$ cat src/rtl/store_buffer_pkg.sv
// Shared types for the posted-write store buffer.
// Defines the FIFO entry layout and the word-address LSB position.
package store_buffer_pkg;

    // Bit position where the word address starts within a byte address.
    localparam int WORD_LSB = 2;

    // One pending store; is_byte selects an sb (data in [7:0]).
    typedef struct packed {
        logic [31:0] addr;
        logic [31:0] data;
        logic        is_byte;
    } sbuf_entry_t;

endpackage

$ cat src/rtl/store_buffer.sv
// Posted-write buffer between memory-stage requests and data memory.
// Ports: clk/reset; st_* store request in; ld_* load in, ld_stall/ld_data out;
// mem_* single-port memory side; empty/count occupancy status.
module store_buffer
    import store_buffer_pkg::*;
#(
    parameter int DEPTH = 4,
    parameter int CW    = $clog2(DEPTH) + 1
) (
    input  logic          clk,
    input  logic          reset,
    input  logic          st_valid,
    output logic          st_ready,
    input  logic [31:0]   st_addr,
    input  logic [31:0]   st_data,
    input  logic          st_byte,
    input  logic          ld_valid,
    input  logic [31:0]   ld_addr,
    output logic          ld_stall,
    output logic [31:0]   ld_data,
    output logic          mem_we,
    output logic          mem_sb,
    output logic [31:0]   mem_a,
    output logic [31:0]   mem_wd,
    input  logic [31:0]   mem_rd,
    output logic          empty,
    output logic [CW-1:0] count
);

    localparam int PW = $clog2(DEPTH);

    sbuf_entry_t      entries [DEPTH];
    sbuf_entry_t      head_e;
    logic [DEPTH-1:0] valid;
    logic [DEPTH-1:0] hits;
    logic [PW-1:0]    head;
    logic [PW-1:0]    tail;
    logic             enq;
    logic             do_load;
    logic             do_drain;

    // Only entries latched before this edge are compared, so a store
    // accepted in the same cycle as a load never stalls that load.
    for (genvar i = 0; i < DEPTH; i++) begin : g_hit
        assign hits[i] = valid[i] &&
            (entries[i].addr[31:WORD_LSB] == ld_addr[31:WORD_LSB]);
    end

    assign head_e   = entries[head];
    assign empty    = (count == '0);
    assign st_ready = (count != CW'(DEPTH));
    assign enq      = st_valid && st_ready;
    assign ld_stall = ld_valid && (|hits);
    assign do_load  = ld_valid && !ld_stall;
    // Reset gates the drain so no write reaches memory while in reset.
    assign do_drain = !empty && !do_load && !reset;
    assign ld_data  = mem_rd;

    always_comb begin
        mem_we = 1'b0;
        mem_sb = 1'b0;
        mem_a  = ld_addr;
        mem_wd = '0;
        if (do_drain) begin
            mem_we = 1'b1;
            mem_sb = head_e.is_byte;
            mem_a  = head_e.addr;
            mem_wd = head_e.data;
        end
    end

    always_ff @(posedge clk) begin
        if (enq) begin
            entries[tail] <= '{addr: st_addr, data: st_data,
                               is_byte: st_byte};
        end
    end

    always_ff @(posedge clk) begin
        if (reset) begin
            head  <= '0;
            tail  <= '0;
            count <= '0;
            valid <= '0;
        end else begin
            // A non-full buffer with head == tail is empty, so enq and
            // drain never touch the same slot in one cycle.
            if (enq) begin
                valid[tail] <= 1'b1;
                tail        <= tail + PW'(1);
            end
            if (do_drain) begin
                valid[head] <= 1'b0;
                head        <= head + PW'(1);
            end
            unique case ({enq, do_drain})
                2'b10:   count <= count + CW'(1);
                2'b01:   count <= count - CW'(1);
                default: count <= count;
            endcase
        end
    end

endmodule

$ cat config.mk
export PLATFORM = sky130hd
export DESIGN_NAME = store_buffer
export DESIGN_NICKNAME = d
export VERILOG_FILES = /design/src/rtl/store_buffer_pkg.sv /design/src/rtl/store_buffer.sv
export SDC_FILE = /design/constraint.sdc
export NUM_CORES = 1
export LEC_CHECK = 0
export CORE_MARGIN = 4
export CORE_UTILIZATION = 45
export DETAILED_ROUTE_END_ITERATION = 12
export HOLD_SLACK_MARGIN = 0.08
export PLACE_DENSITY = 0.73
export SLEW_MARGIN = 20
export SYNTH_ARGS = -nofsm -noshare
export SYNTH_HDL_FRONTEND = slang
export SYNTH_SLANG_ARGS = --single-unit
$ cat constraint.sdc
create_clock -name clk -period 6 [get_ports clk]
set_input_delay 1.5 -clock clk [delete_from_list [all_inputs] [get_ports clk]]
set_output_delay 1.5 -clock clk [all_outputs]
set_load 0.1 [all_outputs]
==> results, run 1 <==
- The flow ran to the end, and the final reports show no timing, DRC or antenna violations.
- The net switching power of the design is 1870 uW.
- Leaving out fill and tap cells, the most frequent cells in the layout are 260 x edfxtp_1, 83 x clkdlybuf4s50_1, 69 x xnor2_1, 68 x buf_12, 65 x mux4_2.
- The number of placed instances, taps included, is 1280.
- The largest net degree at the start of global routing is 66.
- The most critical setup path has its endpoint at mem_a[23].
- The startpoint type of the worst setup path is a primary input.
- The number of hold violations in the final report is 0.
- A synthesized cell averages approximately 17 um^2.
- The worst-case clock buffer depth is 3.
- In the synthesized netlist, the number of instances is 759.
- The layout cell share with drive strength beyond 1 is 0.333.
- Using the TritonRoute via totals, the vias-per-cell ratio works out to around 5.6.
- The top cell type by total area after synthesis is edfxtp_1.
- The normalized max-slew margin is 0.310.
- The most instantiated flip-flop cell in the synthesis netlist is edfxtp_1.
- The total nets after synthesis is approximately 900.
- The maximum clock skew at final layout is 0.0129 ns.
- The worst setup path is captured at an output port.
- After clock tree synthesis, the clock-pin slew on the worst setup and hold paths is 0.06 ns.
- The launch instance of the worst register-to-register path is entries[0][53].
- The post-route core utilization is 0.613.
- Setup slack on the worst reg-to-reg path comes out at ~2.4 ns.
- Detailed placement ended at an HPWL of 22700 um.
- Summed over all cells, the static leakage comes to 0.00584 uW.
- The CTS buffer count is 28.
- During synthesis, Yosys emitted a total of 0 warnings.
- The required time at the worst-slack endpoint is 4.50 ns.
- In this run the horizontal extent of the chip is 176 um.
- In this run, synthesis inferred 260 flip-flops with an integrated enable.
- The data arrival time of the critical path is 4.47 ns.
- The most frequent standard cell in the layout excluding fill and tap cells is edfxtp_1.
- The area enclosed by the die boundary is 30900 um^2.
- In this run the number of H-tree levels came out at 1.
- The share of the Yosys chip area taken by registers is 0.636.
- The most critical setup path has its startpoint at ld_addr[23].
- The die extent in y is ~180 um.
- The global routing usage summed across all routing layers is 0.203.
- The number of max-cap violations is 0.
- Dividing the final minimum period by the clock period gives 0.995.
- The antenna violation net count after detailed routing is 0.
- For this run, the top clock speed supported by timing is 0.168 GHz.
- The number of DRC markers in iteration 0 is roughly 650.
- The highest fanout seen on the critical path is 6.
- During placement, the flow inserted port buffers numbering 172.
- Setup violations remaining at the end of the flow were counted as 0.
- For this run, asynchronously set or reset flops after synthesis account for 0.
- For this run, design rule violations remaining after detail routing come to 0.
- The overall overflow remaining after global route is 0.
- The final route contains 7482 vias.
- The worst reg2reg path depth is 14.
- The total count of max-transition violations in the final report is 0.
- The sequential power share is 0.401.
- The total clock sinks is 273.
- The total power density per cell area is 352 nW/um^2.
- At the pin with the least slew margin, the transition time is roughly 1.0 ns.
- The area growth from synthesis to layout is 34.4%.
- The maximum vdd ir drop is approximately 260 uV.
- Of the total power, the clock network draws 0.307.
- The wire length of the first global-routing pass is roughly 47000 um.
- 0 antenna diodes ended up in the layout.
- The number of register bits inferred by synthesis is 273.
- The number of primary I/O pins is ~240.
- The finished layout holds between 1k and 1.5k standard cells, fillers aside.
- Before antenna repair, the detailed router went through 5 iterations.
- The clock tree root buffer cell is clkbuf_16.
- Of the total power, the share spent switching nets is 0.312.
- The clock tree from TritonCTS is built.
- The number of global-route vias before repair was about 7.7k.
- The internal power contribution is 4130 uW.
- For this configuration, the core starts out at a cell density of 0.456.
- The share of total power dissipated in combinational logic is 0.292.
- For this block, the routed nets add up to 32300 um of wire.
- For the worst-skew pair, the clock arrives at the later sink with an insertion delay of 0.56 ns.
- The count of unique library cells instantiated by Yosys is 37.
- The floorplan has between 60 and 70 rows.
- By area the synthesized netlist is led by edfxtp_1 62%, mux4_2 12%, xnor2_1 8.4%, nand4_1 2.8%, dfxtp_1 2.1%.
- In this run the cell area of the synthesized design comes to 12700 um^2.
- The worst path in the final design needs a cycle of 5.97 ns, including I/O delays and setup.
- The number of antenna violations at the first check in global routing was 3.
- At the end of routability-driven placement, the weighted congestion stood at ~1.
- For this run, the post-layout net count is 1081.
- The critical path in this run is classified as in -> out.
- The routed length per placed instance is ~24 um.
- The core area is 27800 um^2.
- The share of synthesized area in the top cell type comes to 0.616.
- In this run the critical register-to-register path is captured at count[2].
- The path category of the worst min-delay check is reg -> reg.
layout make-up:
class	instances	area [um^2]
Clock buffer	33	719
Clock inverter	19	273
Fill cell	1987	10800
Inverter	9	33.8
Multi-Input combinational cell	392	4520
Sequential cell	273	8080
Tap cell	378	473
Timing Repair Buffer	234	2940
layer usage:
metal  vias to the layer above  track usage  part of all wire
li1                       3290            -                 -
met1                      3761        0.275              0.40
met2                       346        0.340              0.49
met3                        79       0.0437             0.081
met4                         6       0.0497             0.027
met5                         -            0            0.0013
critical path, cell delays in order:
cell and delay (ns):
clkdlybuf4s50_1 0.71, xnor2_1 0.17, buf_4 0.16, nand3_1 0.08, nor4_2 0.32, a22oi_1 0.22, a311oi_4 0.35, buf_4 0.19
buf_2 0.20, mux2_1 0.38, buf_12 0.18
logic make-up after synthesis:
| logic type | Yosys count | share of synthesized area |
|---|---|---|
| simple gates | 138 | 0.0677 |
| flops | 273 | 0.636 |
| fa+ha+maj | 10 | 0.0105 |
| compound gates | 24 | 0.0138 |
| mux | 97 | 0.144 |
| xor+xnor | 123 | 0.0850 |
| buf+inv | 94 | 0.0426 |
state kept, by name, indices dropped and copies added (netlist names), named ones only:
| register | cells |
|---|---|
| entries | 260 |
| valid | 4 |
| head | 2 |
| tail | 2 |
| count | 3 |
cells in the mapped netlist, types with 4 or more instances:
cell / number
nand4_1: 56
dfxtp_1: 13
xnor2_1: 121
and3_1: 4
edfxtp_1: 260
buf_2: 30
mux4_2: 65
mux2_1: 16
ha_1: 9
clkbuf_1: 18
nor4_1: 11
mux2_2: 16
inv_1: 9
nor2_1: 10
a22oi_1: 4
and2_1: 34
a211oi_1: 4
nand3_1: 9
buf_4: 33
nor4_2: 6
stage by stage:
stage	hold WS (ns)	setup slack (ns)	instance area, um^2	total power [uW]	TNS [ns]
5_1_grt	0.542	-0.128	17000	6200	-3.22
3_3_place_gp	0.523	0.0683	15500	4150	0
6_report	0.545	0.0311	17000	5990	0
3_5_place_dp	0.535	-0.00367	15500	4160	-0.00367
2_1_floorplan	0.491	0.305	12700	3610	0
4_1_cts	0.541	0.0145	16500	6000	0
worst min-delay path by stage:
stage                  start  endpoint  slack, ns  depth (start not counted)
finish              valid[2]  valid[2]       0.55                          2
global route        valid[2]  valid[2]       0.54                          2
CTS                 valid[2]  valid[2]       0.54                          2
detailed placement  valid[1]  valid[1]       0.53                          2
global placement    count[2]  count[2]       0.52                          2
floorplan           valid[0]  valid[0]       0.49                          2
power groups by stage:
| stage | Sequential [uW] | Combinational, uW | Clock [uW] |
|---|---|---|---|
| 2_1_floorplan | 2350 | 1260 | 0 |
| 3_3_place_gp | 2440 | 1710 | 0 |
| 3_5_place_dp | 2450 | 1710 | 0 |
| 4_1_cts | 2410 | 1720 | 1870 |
| 5_1_grt | 2430 | 1820 | 1950 |
| 6_report | 2400 | 1750 | 1840 |
repair_timing:
action | in CTS | in global routing
pin swaps | 0 | 3
buffers inserted | 0 | 5
cloned | 0 | 1
hold buffers | 0 | 0
endpoints found under the setup margin | 3 | 61
gates resized for setup | 1 | 80
Power figures use the tool's default switching activity.
==> run 2: changes to the inputs <==
CTS_CLUSTER_DIAMETER = 150   (was not set)
==> results of run 2 <==
The final DEF is identical to that of run 1; final timing and power are the same.
==> run 3: changes to the inputs <==
CORE_MARGIN = 3   (was 4)
==> results, run 3 (synthesis results as in run 1) <==
- The flow ran to the end, and the final reports show no timing, DRC or antenna violations.
- The layout cell share with drive strength beyond 1 is 0.332 (-0.00172).
- The total count of max-transition violations in the final report is 0 (unchanged).
- The area enclosed by the die boundary is 30200 um^2 (-2.3%).
- The CTS buffer count came to 29 (+3.6%).
- The maximum level of the CTS H-tree was 1 (unchanged).
- The global routing usage summed across all routing layers is 0.210 (+0.00719).
- The number of inserted diodes is 0 (unchanged).
- The maximum vdd ir drop is 247 uV (-5.7%).
- The wire length of the first global-routing pass is 48400 um (+2.2%).
- The peak clock frequency supported by timing came to 0.172 GHz (+2.8%).
- The effective utilization at floorplan is 0.464 (+0.00760).
- The post-route core utilization came to 0.622 (+0.00939).
- The startpoint type of the worst setup path is a primary input.
- The detailed-routing iteration count for the pre-antenna-repair pass was 5 (unchanged).
- The shortest clock period the worst path allows after layout was 5.81 ns (-0.163 ns).
- The overall power of the completed layout is 5850 uW (-2.4%).
- The clock slew at the register clock pins of the worst setup and hold paths is 0.06 ns (about the same).
- The number of fill cells in the layout is 2021 (+1.7%).
- The count of final setup violators is 0 (unchanged).
- The cts-stage hold buffer count is 0 (unchanged).
- The min-delay analysis places its worst path in the category reg -> reg.
- The type of the worst setup path is in -> out.
- The last weighted congestion value of the routability-driven placer came to 0.946 (-5.6%).
- The worst-case register-to-register setup slack is 2.55 ns (+0.18 ns).
- The largest registers in the layout are entries: 260 flops, valid: 4 flops, count: 3 flops.
- The cell area reported after detailed placement is 15600 um^2 (+0.42%).
- The library cell used most frequently in the layout, excluding fill and tap cells, is edfxtp_1.
- The part of the cycle the worst path needs is 0.968 (-0.0272).
- The total clock sinks came to 273 (unchanged).
- The data arrival time of the critical path came to 4.31 ns (-0.16 ns).
- The HPWL after detailed placement is 22200 um (-2.2%).
- The final standard cell area without fillers is 17000 um^2 (-0.13%).
- The type of element capturing the critical path is an output port.
- The clock tree from TritonCTS is built.
- The antenna violation net count after detailed routing came to 0 (unchanged).
- The highest fanout seen on the critical path is 16 (+10).
- The number of DRC markers in iteration 0 is 641 (-1.7%).
- The routed length per placed instance came to 24.1 um (-0.47%).
- The number of I/O port buffers is 172 (unchanged).
- The number of antenna violations at the first check in global routing was 1 (-2).
- The total power density per cell area is 344 nW/um^2 (-2.2%).
- Setup repair after global routing left no endpoint under its margin.
- The number of max-cap violations is 0 (unchanged).
- The number of primary I/O pins is 237 (unchanged).
- The horizontal die dimension is 174 um (-1.1%).
- The mean number of vias per cell was 5.58 (-0.28%).
- The maximum clock skew at final layout is 0.0135 ns (+0.000548 ns).
- The later-pin clock latency in the skew report is 0.56 ns (about the same).
- The flip-flop count of the largest register, all copies and words added is 260 (unchanged).
- The required time at the worst-slack endpoint is 4.50 ns (about the same).
- The tree is rooted in a clkbuf_16.
- The number of nets in the final layout came to 1089 (+0.74%).
- The overall overflow remaining after global route is 0 (unchanged).
- The register name with the most flops is entries.
- The remaining routing DRC violations was 0 (unchanged).
- The number of cells in the design after placement was 1282 (+0.16%).
- The final standard cell count with taps included and fillers excluded is 1340 (+0.15%).
- The die extent in y is 174 um (-1.1%).
- The static power due to leakage is 0.00585 uW (about the same).
- The worst-case clock buffer depth is 3 (unchanged).
- The number of hold violations in the final report was 0 (unchanged).
- The sum of routed wire length over all layers came to 32200 um (-0.32%).
- The aggregate negative setup slack was 0 ns (unchanged).
- The number of global-route vias before repair is 7940 (+2.6%).
- The largest net degree at the start of global routing is 67 (+1.5%).
- The top cell types in the final layout, fill and taps aside, are 260 x edfxtp_1, 75 x clkdlybuf4s50_1, 73 x xnor2_1, 68 x buf_12, 65 x mux4_2.
- The transition time at the pin with the least slew margin is 1.09 ns (+0.0522 ns).
- The number of core rows was 60 (-1.6%).
- The via total after detailed routing is 7472 (-0.13%).
- The core area was 27300 um^2 (-1.6%).
- The flip-flop and latch area came to 8080 um^2 (unchanged).
- The synthesis-to-finish area growth is 34.2%.
- The normalized max-slew margin is 0.275 (-0.0348).
- The multi-input logic area came to 4540 um^2 (+0.47%).
run 3: final cells by class:
cell class	instances	area share
tap	372	0.0274
inverter	9	0.00199
timing repair buffer	241	0.176
sequential	273	0.475
clock buffer	38	0.0447
multi-input combinational	392	0.267
clock inverter	15	0.00780
run 3: final timing paths:
check                      start   endpoint  cells past startpoint
setup reg to reg  entries[1][62]   count[2]                     13
hold / removal          valid[2]   valid[2]                      2
setup / recovery      ld_addr[3]  mem_a[22]                     11
hold reg to reg         valid[2]   valid[2]                      2
run 3: what timing repair did:
item,4_1_cts,5_1_grt
setup endpoints to repair,40,53
pin swaps,4,3
gates cloned,1,0
resized for setup,44,46
buffers inserted,3,0
run 3: per-layer routing:
| layer | vias up | global-route usage | wire [um] |
|---|---|---|---|
| met5 | - | 0 | 13 |
| met4 | 2 | 0.0724 | 1120 |
| met3 | 96 | 0.0462 | 2490 |
| met2 | 321 | 0.346 | 15800 |
| met1 | 3750 | 0.280 | 12800 |
| li1 | 3303 | - | - |
run 3: per-stage QoR:
step / setup slack (ns) / hold slack, ns
after detailed placement: -0.106 / 0.511
after global placement: -0.0879 / 0.512
after floorplan: 0.305 / 0.491
final: 0.194 / 0.520
after CTS: 0.000328 / 0.519
after global routing: 0.0960 / 0.543
run 3: critical path, stage by stage:
cell and delay [ns]:
dlygate4sd2_1 0.45, xnor2_1 0.19, buf_4 0.16, nand4_1 0.20, nor4_4 0.25, a22oi_2 0.16, a311oi_4 0.35, buf_6 0.19
bufbuf_16 0.30, mux2_2 0.36, buf_12 0.17
run 3: power by group:
part           leakage (uW)  internal, uW  switching [uW]  total, uW
logic               0.00291           781             995       1780
clock network      0.000439           976             716       1690
registers           0.00249          2230             151       2390
total               0.00585          3990            1860       5850
